File: src/rtl/ddc_pkg.sv
// Shared constants, FSM state type and ring fill helper for the DDC buffer reader.
package ddc_pkg;

    localparam int DDC_RAM_DEPTH = 11520;
    localparam int DDC_RAM_AW    = 14;
    localparam int DDC_IQ_W      = 32;
    localparam int DDC_OBUF_DEPTH = 4;

    typedef enum logic [1:0] {
        IDLE  = 2'd0,
        ALIGN = 2'd1,
        WAIT  = 2'd2,
        READ  = 2'd3
    } ddc_rd_state_t;

    // Words available between read and write pointers on the non power-of-two ring.
    function automatic logic [14:0] ddc_fill(input logic [DDC_RAM_AW-1:0] waddr,
                                             input logic [DDC_RAM_AW-1:0] raddr);
        logic [14:0] w_w;
        logic [14:0] w_r;
        w_w = {1'b0, waddr};
        w_r = {1'b0, raddr};
        if (w_w >= w_r) begin
            ddc_fill = w_w - w_r;
        end else begin
            ddc_fill = w_w + 15'(DDC_RAM_DEPTH) - w_r;
        end
    endfunction

endpackage

File: src/rtl/ddc_rd_obuf.sv
// 4-deep first-word-fall-through FIFO holding {last, I/Q} words ahead of the stream port.
module ddc_rd_obuf
    import ddc_pkg::*;
#(
    parameter int W = 33
)(
    input  logic         i_clk,
    input  logic         i_rst,
    input  logic         i_push,
    input  logic [W-1:0] i_din,
    input  logic         i_pop,
    output logic [W-1:0] o_head,
    output logic [2:0]   o_count
);

    logic [W-1:0] r_mem [DDC_OBUF_DEPTH];
    logic [1:0]   r_wptr;
    logic [1:0]   r_rptr;
    logic [2:0]   r_count;
    logic         w_do_pop;
    logic         w_do_push;

    assign w_do_pop  = i_pop && (r_count != 3'd0);
    assign w_do_push = i_push && ((r_count != 3'd4) || w_do_pop);
    assign o_head    = r_mem[r_rptr];
    assign o_count   = r_count;

    // Storage, pointers and occupancy; a simultaneous push and pop keeps the count.
    always_ff @(posedge i_clk) begin
        if (i_rst) begin
            r_wptr  <= 2'd0;
            r_rptr  <= 2'd0;
            r_count <= 3'd0;
            for (int i = 0; i < DDC_OBUF_DEPTH; i++) begin
                r_mem[i] <= '0;
            end
        end else begin
            if (w_do_push) begin
                r_mem[r_wptr] <= i_din;
                r_wptr        <= r_wptr + 2'd1;
            end
            if (w_do_pop) begin
                r_rptr <= r_rptr + 2'd1;
            end
            case ({w_do_push, w_do_pop})
                2'b10:   r_count <= r_count + 3'd1;
                2'b01:   r_count <= r_count - 3'd1;
                default: r_count <= r_count;
            endcase
        end
    end

endmodule

File: src/rtl/ddc_buf_reader.sv
// Streams complete frames out of the DDC ring buffer as AXI-Stream.
// Overrun detection/resync is built only when DDC_BUF_READER_OVF_DET_EN is defined.
module ddc_buf_reader
    import ddc_pkg::*;
#(
    parameter int U_DLY     = 1,
    parameter int FRAME_LEN = 256,
    parameter int RD_LAT    = 2
)(
    input  logic                  lbs_clk,
    input  logic                  rst,
    input  logic                  enable,
    input  logic                  ovf_clr,
    input  logic [DDC_RAM_AW-1:0] ddc_conv_waddr,
    output logic [DDC_RAM_AW-1:0] lbs_addr,
    input  logic [DDC_IQ_W-1:0]   ddc_conv_data,
    output logic                  m_axis_tvalid,
    input  logic                  m_axis_tready,
    output logic [DDC_IQ_W-1:0]   m_axis_tdata,
    output logic                  m_axis_tlast,
    output logic                  busy,
    output logic                  ovf,
    output logic [15:0]           frame_cnt
);

    localparam logic [12:0]           LP_LAST_IDX  = 13'(FRAME_LEN - 1);
    localparam logic [14:0]           LP_FRAME_LEN = 15'(FRAME_LEN);
    localparam logic [DDC_RAM_AW-1:0] LP_RADDR_MAX = 14'(DDC_RAM_DEPTH - 1);

    generate
        if (FRAME_LEN < 1 || FRAME_LEN > 5760 || RD_LAT < 1 || RD_LAT > 3 || U_DLY < 0) begin : g_bad_cfg
            logic w_bad_cfg_unused;
            assign w_bad_cfg_unused = 1'b1;
        end
    endgenerate

    ddc_rd_state_t         r_state;
    ddc_rd_state_t         w_state_nxt;
    logic [DDC_RAM_AW-1:0] r_raddr;
    logic [12:0]           r_widx;
    logic [RD_LAT-1:0]     r_vld_pipe;
    logic [RD_LAT-1:0]     r_last_pipe;
    logic [15:0]           r_frame_cnt;
    logic [14:0]           w_fill;
    logic [2:0]            w_outstanding;
    logic [2:0]            w_buf_count;
    logic [DDC_IQ_W:0]     w_head;
    logic                  w_issue;
    logic                  w_ovr;
    logic                  w_pop;

    assign w_fill = ddc_fill(ddc_conv_waddr, r_raddr);

`ifdef DDC_BUF_READER_OVF_DET_EN
    localparam logic [14:0] LP_OVR_FILL = 15'(DDC_RAM_DEPTH - FRAME_LEN);
    logic r_ovf;

    assign w_ovr = (r_state == WAIT) && enable && (w_fill >= LP_OVR_FILL);
    assign ovf   = r_ovf;

    // Sticky overrun flag; a new overrun beats a clear in the same cycle.
    always_ff @(posedge lbs_clk) begin
        if (rst) begin
            r_ovf <= 1'b0;
        end else if (w_ovr) begin
            r_ovf <= 1'b1;
        end else if (ovf_clr) begin
            r_ovf <= 1'b0;
        end
    end
`else
    logic w_unused_ovf_clr;
    assign w_unused_ovf_clr = ovf_clr;
    assign w_ovr = 1'b0;
    assign ovf   = 1'b0;
`endif

    // Reads in flight plus buffered words are capped at the buffer depth.
    always_comb begin
        w_outstanding = 3'd0;
        for (int i = 0; i < RD_LAT; i++) begin
            w_outstanding = w_outstanding + {2'b00, r_vld_pipe[i]};
        end
        w_issue = (r_state == READ) &&
                  (({1'b0, w_outstanding} + {1'b0, w_buf_count}) < 4'd4);
    end

    // Next-state logic; READ ignores enable so frames are never cut short.
    always_comb begin
        w_state_nxt = r_state;
        case (r_state)
            IDLE: begin
                if (enable) w_state_nxt = ALIGN;
                else        w_state_nxt = IDLE;
            end
            ALIGN: w_state_nxt = WAIT;
            WAIT: begin
                if (!enable)                    w_state_nxt = IDLE;
                else if (w_ovr)                 w_state_nxt = WAIT;
                else if (w_fill >= LP_FRAME_LEN) w_state_nxt = READ;
                else                            w_state_nxt = WAIT;
            end
            READ: begin
                if (w_issue && (r_widx == LP_LAST_IDX)) w_state_nxt = WAIT;
                else                                    w_state_nxt = READ;
            end
            default: w_state_nxt = IDLE;
        endcase
    end

    // State register.
    always_ff @(posedge lbs_clk) begin
        if (rst) r_state <= IDLE;
        else     r_state <= w_state_nxt;
    end

    // Read pointer: snaps to the writer on align or resync, otherwise advances per read.
    always_ff @(posedge lbs_clk) begin
        if (rst) begin
            r_raddr <= '0;
            r_widx  <= 13'd0;
        end else begin
            if ((r_state == ALIGN) || w_ovr) begin
                r_raddr <= ddc_conv_waddr;
            end else if (w_issue) begin
                r_raddr <= (r_raddr == LP_RADDR_MAX) ? '0 : r_raddr + 14'd1;
            end
            if (w_issue) begin
                r_widx <= (r_widx == LP_LAST_IDX) ? 13'd0 : r_widx + 13'd1;
            end
        end
    end

    // Tracks issued reads and their last tag until the RAM data returns.
    always_ff @(posedge lbs_clk) begin
        if (rst) begin
            r_vld_pipe  <= '0;
            r_last_pipe <= '0;
        end else begin
            r_vld_pipe[0]  <= w_issue;
            r_last_pipe[0] <= w_issue && (r_widx == LP_LAST_IDX);
            for (int i = 1; i < RD_LAT; i++) begin
                r_vld_pipe[i]  <= r_vld_pipe[i-1];
                r_last_pipe[i] <= r_last_pipe[i-1];
            end
        end
    end

    ddc_rd_obuf #(.W(DDC_IQ_W + 1)) u_obuf (
        .i_clk   (lbs_clk),
        .i_rst   (rst),
        .i_push  (r_vld_pipe[RD_LAT-1]),
        .i_din   ({r_last_pipe[RD_LAT-1], ddc_conv_data}),
        .i_pop   (w_pop),
        .o_head  (w_head),
        .o_count (w_buf_count)
    );

    assign m_axis_tvalid = (w_buf_count != 3'd0);
    assign m_axis_tdata  = w_head[DDC_IQ_W-1:0];
    assign m_axis_tlast  = w_head[DDC_IQ_W];
    assign w_pop         = m_axis_tvalid && m_axis_tready;

    // Completed frames counter.
    always_ff @(posedge lbs_clk) begin
        if (rst) begin
            r_frame_cnt <= 16'd0;
        end else if (w_pop && w_head[DDC_IQ_W]) begin
            r_frame_cnt <= r_frame_cnt + 16'd1;
        end
    end

    assign frame_cnt = r_frame_cnt;
    assign lbs_addr  = r_raddr;
    assign busy      = (r_state != IDLE) || (w_buf_count != 3'd0) || (r_vld_pipe != '0);

endmodule

File: config.mk
export PLATFORM = sky130hd
export DESIGN_NAME = ddc_buf_reader
export DESIGN_NICKNAME = d
export VERILOG_FILES = /design/src/rtl/ddc_pkg.sv /design/src/rtl/ddc_rd_obuf.sv /design/src/rtl/ddc_buf_reader.sv
export SDC_FILE = /design/constraint.sdc
export NUM_CORES = 1
export LEC_CHECK = 0
export CORE_UTILIZATION = 56
export CTS_CLUSTER_SIZE = 25
export DETAILED_ROUTE_END_ITERATION = 8
export MAX_ROUTING_LAYER = met4
export PLACE_DENSITY = 0.86
export SYNTH_ARGS = -nofsm -noshare
export SYNTH_HDL_FRONTEND = slang
export SYNTH_SLANG_ARGS = --single-unit
File: constraint.sdc
create_clock -name lbs_clk -period 3.25 [get_ports lbs_clk]
set_input_delay 0.65 -clock lbs_clk [delete_from_list [all_inputs] [get_ports lbs_clk]]
set_output_delay 0.65 -clock lbs_clk [all_outputs]
set_load 0.005 [all_outputs]
Yosys cells after proc, flatten, opt, wreduce, memory -nomap -nowiden
Memory sizes are Yosys's and may differ from the RTL's. A register that Yosys moved wholly into a read port is not among the register bits.
Index checks and enable logic that the tools add are counted.
W data, S select, Z words.
{ "totals": {"ff_bits": 56, "ram_bits": 132, "in_bits": 51, "output_inout_bits": 66, "wordCells": 70, "n_memories": 1} }
{ "memory_table": {"columns": ["name", "depth", "word_bits", "rd", "rd_clocked_by_memory_dff", "write_ports", "line", "source"], "rows": [
  ["u_obuf.r_mem", 4, 33, 1, 1, 4, "ddc_rd_obuf.sv:16", "logic [W-1:0] r_mem [DDC_OBUF_DEPTH];"]
]} }
{ "op_classes": {"add_sub_neg": 12, "n_lt_le_gt_ge": 3, "eq_ne": 8, "mux": 21, "reduce_logical": 16} }
{ "ops": {"columns": ["cell", "n"], "rows": [
  ["$mux W14", 3],
  ["$mux W33", 1],
  ["$reduce_or A33 Y1", 1],
  ["$add A16 B1 Y16 const B", 1],
  ["$add A14 B14 Y15 const B", 1],
  ["$ge A15 B9 Y1 const B", 1],
  ["$mux W15", 1],
  ["$sub A14 B14 Y15", 1],
  ["$sub A15 B14 Y15", 1],
  ["$add A14 B1 Y14 const B", 1],
  ["$eq A14 B14 Y1 const B", 1],
  ["$ge A14 B14 Y1", 1],
  ["$add A13 B1 Y13 const B", 1],
  ["$eq A13 B8 Y1 const B", 1],
  ["$mux W13", 1],
  ["$mux W1", 9],
  ["$mux W2", 4],
  ["$pmux W2 S4", 1],
  ["$reduce_bool A2 Y1", 4],
  ["$eq A2 B2 Y1 const B", 3],
  ["$logic_and A1 B1 Y1", 6],
  ["$pmux W3 S2", 1],
  ["$add A2 B1 Y2 const B", 2],
  ["$add A2 B3 Y4", 1],
  ["other kinds (9)", 12]
]} }

Depth between registers and ports, before layout
{ "depth": {"depth_word": 10, "mapped_depth": 14, "depth_no_buf": 14} }

Hierarchy
From an unflattened synthesis, not the netlist that was laid out.
{ "hier_totals": {"hier_cells": 828, "hier_area_um2": 9734.3} }
{ "by_module_without_submodules": {"columns": ["mod", "instances", "cells_each", "area_per_inst_um2", "seq_area_each_um2"], "rows": [
  ["ddc_rd_obuf", 1, 372, 6133.4, 4144.0],
  ["ddc_buf_reader", 1, 456, 3601.0, 980.9]
]} }

Worst setup path before layout
Ideal clock, no wire load.
{ "synth_path": {"kind": "input-to-reg", "from": "input ddc_conv_waddr[2]", "to": "register r_state[0]", "setup_ns": 0.117, "t_arrival_ns": 2.835, "slack_ns": 0.298, "stages": 13, "n_path_buf": 0, "cell_sequence": "ha_1 xor2_1 ha_1 a21o_1 a21oi_1 o21ai_0 o2111ai_1 nand3_1 nand3_1 nand2_1 a211o_1 a2111o_1 a32o_1"} }
{ "synth_between": {"elab_chain_len": 7} }
{ "synth_rtl": {"columns": ["element", "line", "source"], "rows": [
  ["from (decl)", "ddc_buf_reader.sv:14", "input logic [DDC_RAM_AW-1:0] ddc_conv_waddr,"],
  ["$add A14 B14 Y15", "ddc_pkg.sv:26", "ddc_fill = w_w + 15'(DDC_RAM_DEPTH) - w_r;"],
  ["$sub A15 B14 Y15", "ddc_pkg.sv:26", null],
  ["$mux W15 (*)", "ddc_pkg.sv:23", "if (w_w >= w_r) begin"],
  ["$ge A15 B9 Y1 (*)", "ddc_buf_reader.sv:100", "else if (w_fill >= LP_FRAME_LEN) w_state_nxt = READ;"],
  ["$mux W1 (*)", "ddc_buf_reader.sv:100", null],
  ["$mux W2 (*)", "ddc_buf_reader.sv:98", "if (!enable) w_state_nxt = IDLE;"],
  ["$pmux W2 S4 (*)", "ddc_buf_reader.sv:91", "case (r_state)"],
  ["to (signal assigned)", "ddc_buf_reader.sv:114", "else r_state <= w_state_nxt;"],
  ["to (decl)", "ddc_buf_reader.sv:37", "ddc_rd_state_t r_state;"]
]} }
Every way passes the cells marked *; elsewhere a longest branch is shown, timed or not.
A chain may end at the register's enable or synchronous reset.

Final worst setup path
Ends and elaborated chain as after synthesis.

==> summary.txt <==
Run status
  – Status: completed

Clock network
  – CTS Hold Bufs: 0
  – Clk Latency, worst-skew pair: 0.43 ns
  – CTS buffer count: 17
  – CTS tree: yes
  – Post-CTS Resized: 0
  – # H-tree levels: 4
  – Clock buffer depth: 2
  – Root Buffer: clkbuf_16
  – Worst-path clk slew: 0.07 ns
  – Clock sinks: 190
  – Postcts setup bufs: 0

Routing
  – Via Count: 6863
  – Final ANT Viol Nets: 0
  – Post-Route WL: 21600 um
  – DRT iter0 DRCs: 580
  – Drt via density: 5.66
  – DRT Pass-1 Iters: 5
  – Wirelength per Cell: 17.8 um
  – DRC Markers: 0

Critical path
  – Critical Path End Type: register
  – CP Launch Type: input port
  – CP Cell Sequence: clkdlybuf4s50_1, ha_4, xor2_1, ha_1, a21o_1, a21oi_1, o21ai_0, o2111ai_1, nand3_1, nand3_1, nand2_1, a211o_1, a2111o_1, a32o_1
  – Critical path data required time: 3.56 ns
  – Critical setup path kind: input port to register
  – Crit Path Max Fanout: 4
  – Critical Path AT: 3.46 ns
  – CP max stage delay: 0.53 ns
  – Crit-path most repeated cell: nand3_1
  – Slowest cell on the critical path: clkdlybuf4s50_1

Timing
  – WHS: 0.451 ns
  – Setup violations, final: 0
  – Minimum clock period: 3.15 ns
  – Clock Skew: 0.0117 ns
  – Final Hold Viols: 0
  – Worst-Margin Slew: 1.14 ns
  – Tcrit/Tclk final: 0.969
  – Relative slew slack: 0.239
  – Setup TNS: 0 ns
  – FMAX: 0.318 GHz
  – Pins over their slew limit: 0

Finish
  – Register area: 0.00513 mm2
  – Post-Layout Cell Count: 1213
  – Final std cell area, no fill: 0.0117 mm2
  – Nets: 1074
  – # fillers: 1115
  – Antenna cells: 0
  – Share of cells above drive strength 1: 0.126
  – P&R area growth vs syn: 24.5%
  – Multi-input logic area: 0.00400 mm2

Synthesis
  – Seq/Total Area, Yosys: 0.543
  – Synth Instances: 841
  – Syn_nets: 935
  – Post-synth EDFFs: 132
  – Ys async rst share: 0
  – Post-synth top area cell: edfxtp_1
  – Synth area leaders: edfxtp_1 (42%), dfxtp_1 (12%), mux4_2 (7.9%)
  – Most frequent cell after synthesis: edfxtp_1
  – Synth Warn #: 0
  – Library cells used by synthesis: 64
  – Seq cells post-synth: 190
  – Mapped Area: 0.00944 mm2
  – Mean Syn Cell Area: 11.2 um2
  – Most used DFF post-synth: edfxtp_1
  – Top cells by count, synth: edfxtp_1 (132), nor2_1 (130), nand2_1 (76), inv_1 (67), dfxtp_1 (58)
  – Yosys top cell area share: 0.420

Power
  – Seq pwr share: 0.414
  – Worst vdd ir: 0.482 mV
  – Clock share of power: 0.328
  – Leak: 4.55 nW
  – Sw power: 0.00186 W
  – Internal power: 0.00497 W
  – Pwr Density: 582 mW/mm2
  – Combinational Power Share: 0.258
  – Switching part of the total: 0.273

Hold path
  – HP Class: register to register

Floorplan
  – Initial Util: 0.571
  – Core area: 0.0165 mm2
  – Core Rows: 47
  – I/O pin count: 117
  – Total die area: 0.0174 mm2
  – Die Y: 132 um
  – Die Span X: 132 um

Placement
  – Placed wire-length estimate: 14100 um
  – Placed Cells: 1181
  – GP Congestion: 0.911
  – Port buffer count: 114
  – Placed Area: 0.0111 mm2

Global route
  – Gr usage total: 0.266
  – Initial antenna violation count: 0
  – Vias in the first global route: 6914
  – Largest net degree at the start of global routing: 38
  – GRT overflow: 0
  – Global-route wire length before repair: 34500 um

Run
  – Max cap viols: 0
[worst paths after layout]
check | slack [ns] | cells after the start | endpoint | start
setup / recovery | 0.10 | 14 | r_state[0]$_SDFF_PP0_ | ddc_conv_waddr[2]
setup reg to reg | 0.21 | 14 | r_state[0]$_SDFF_PP0_ | lbs_addr[1]$_SDFFE_PP0P_
hold / removal | 0.45 | 1 | r_last_pipe[1]$_SDFF_PP0_ | r_last_pipe[0]$_SDFF_PP0_
hold reg to reg | 0.45 | 1 | r_last_pipe[1]$_SDFF_PP0_ | r_last_pipe[0]$_SDFF_PP0_
[cell usage in the layout, fill, tap and decap left out, types with 26 or more instances in the layout]
| master | n |
|---|---|
| edfxtp_1 | 132 |
| nor2_1 | 129 |
| clkdlybuf4s50_1 | 111 |
| nand2_1 | 76 |
| inv_1 | 67 |
| dfxtp_1 | 57 |
| buf_4 | 42 |
| and2_1 | 34 |
| ha_1 | 34 |
| mux4_2 | 33 |
| nand3_1 | 26 |
| xor2_1 | 26 |
[critical path, delay by kind of cell]
family	cells	cell delay, ns
compound gates	7	1.36
xor+xnor	1	0.16
fa+ha+maj	2	0.43
buf+inv	1	0.53
simple gates	3	0.32
[kinds of logic (layout without fill, tap and decap cells)]
group / Yosys count / in the layout / synth area share
AND/OR/NAND/NOR: 332 / 332 / 0.164
flip-flops: 190 / 190 / 0.543
buffers and inverters: 103 / 255 / 0.0416
AO/OA/AOI/OAI: 94 / 94 / 0.0667
XOR/XNOR: 44 / 44 / 0.0408
adder cells (fa/ha/maj): 43 / 43 / 0.0634
multiplexers: 34 / 34 / 0.0798
other: 1 / 1 / 0.000397
[layer usage]
layer  track usage  up-vias  part of all wire
met3        0.0442       34             0.052
met5             -        -                 0
li1              -     3235                 -
met2         0.445      245              0.51
met1         0.326     3349              0.42
met4        0.0924        0             0.020
[flip-flops by register name (all words and copies together) (netlist names), named ones only]
register and flops:
u_obuf.r_mem 132, frame_cnt 16, lbs_addr 14, r_widx 13
u_obuf.o_count 3, r_last_pipe 2, r_state 2, r_vld_pipe 2
u_obuf.r_rptr 2, u_obuf.r_wptr 2
[per-stage QoR]
step | power (W) | util | setup WS, ns
global route | 0.00711 | 0.711 | -0.0236
finish | 0.00684 | 0.711 | 0.102
detailed placement | 0.00460 | 0.669 | -0.309
floorplan | 0.00385 | - | 0.298
CTS | 0.00683 | 0.707 | 0.136
global placement | 0.00456 | 0.669 | -0.273
[final cells by class]
type / instances / area share
Sequential cell: 190 / 0.437
Multi-Input combinational cell: 548 / 0.340
Timing Repair Buffer: 156 / 0.124
Clock buffer: 19 / 0.0369
Tap cell: 220 / 0.0234
Inverter: 67 / 0.0214
Clock inverter: 13 / 0.0173
[power by group through the flow]
stage          combinational (W)  clock, W  sequential [W]
6_report                 0.00176   0.00224         0.00283
5_1_grt                  0.00190   0.00236         0.00285
4_1_cts                  0.00174   0.00226         0.00283
3_5_place_dp             0.00172         0         0.00288
3_3_place_gp             0.00168         0         0.00287
2_1_floorplan            0.00103         0         0.00282
Power figures use the tool's default switching activity.
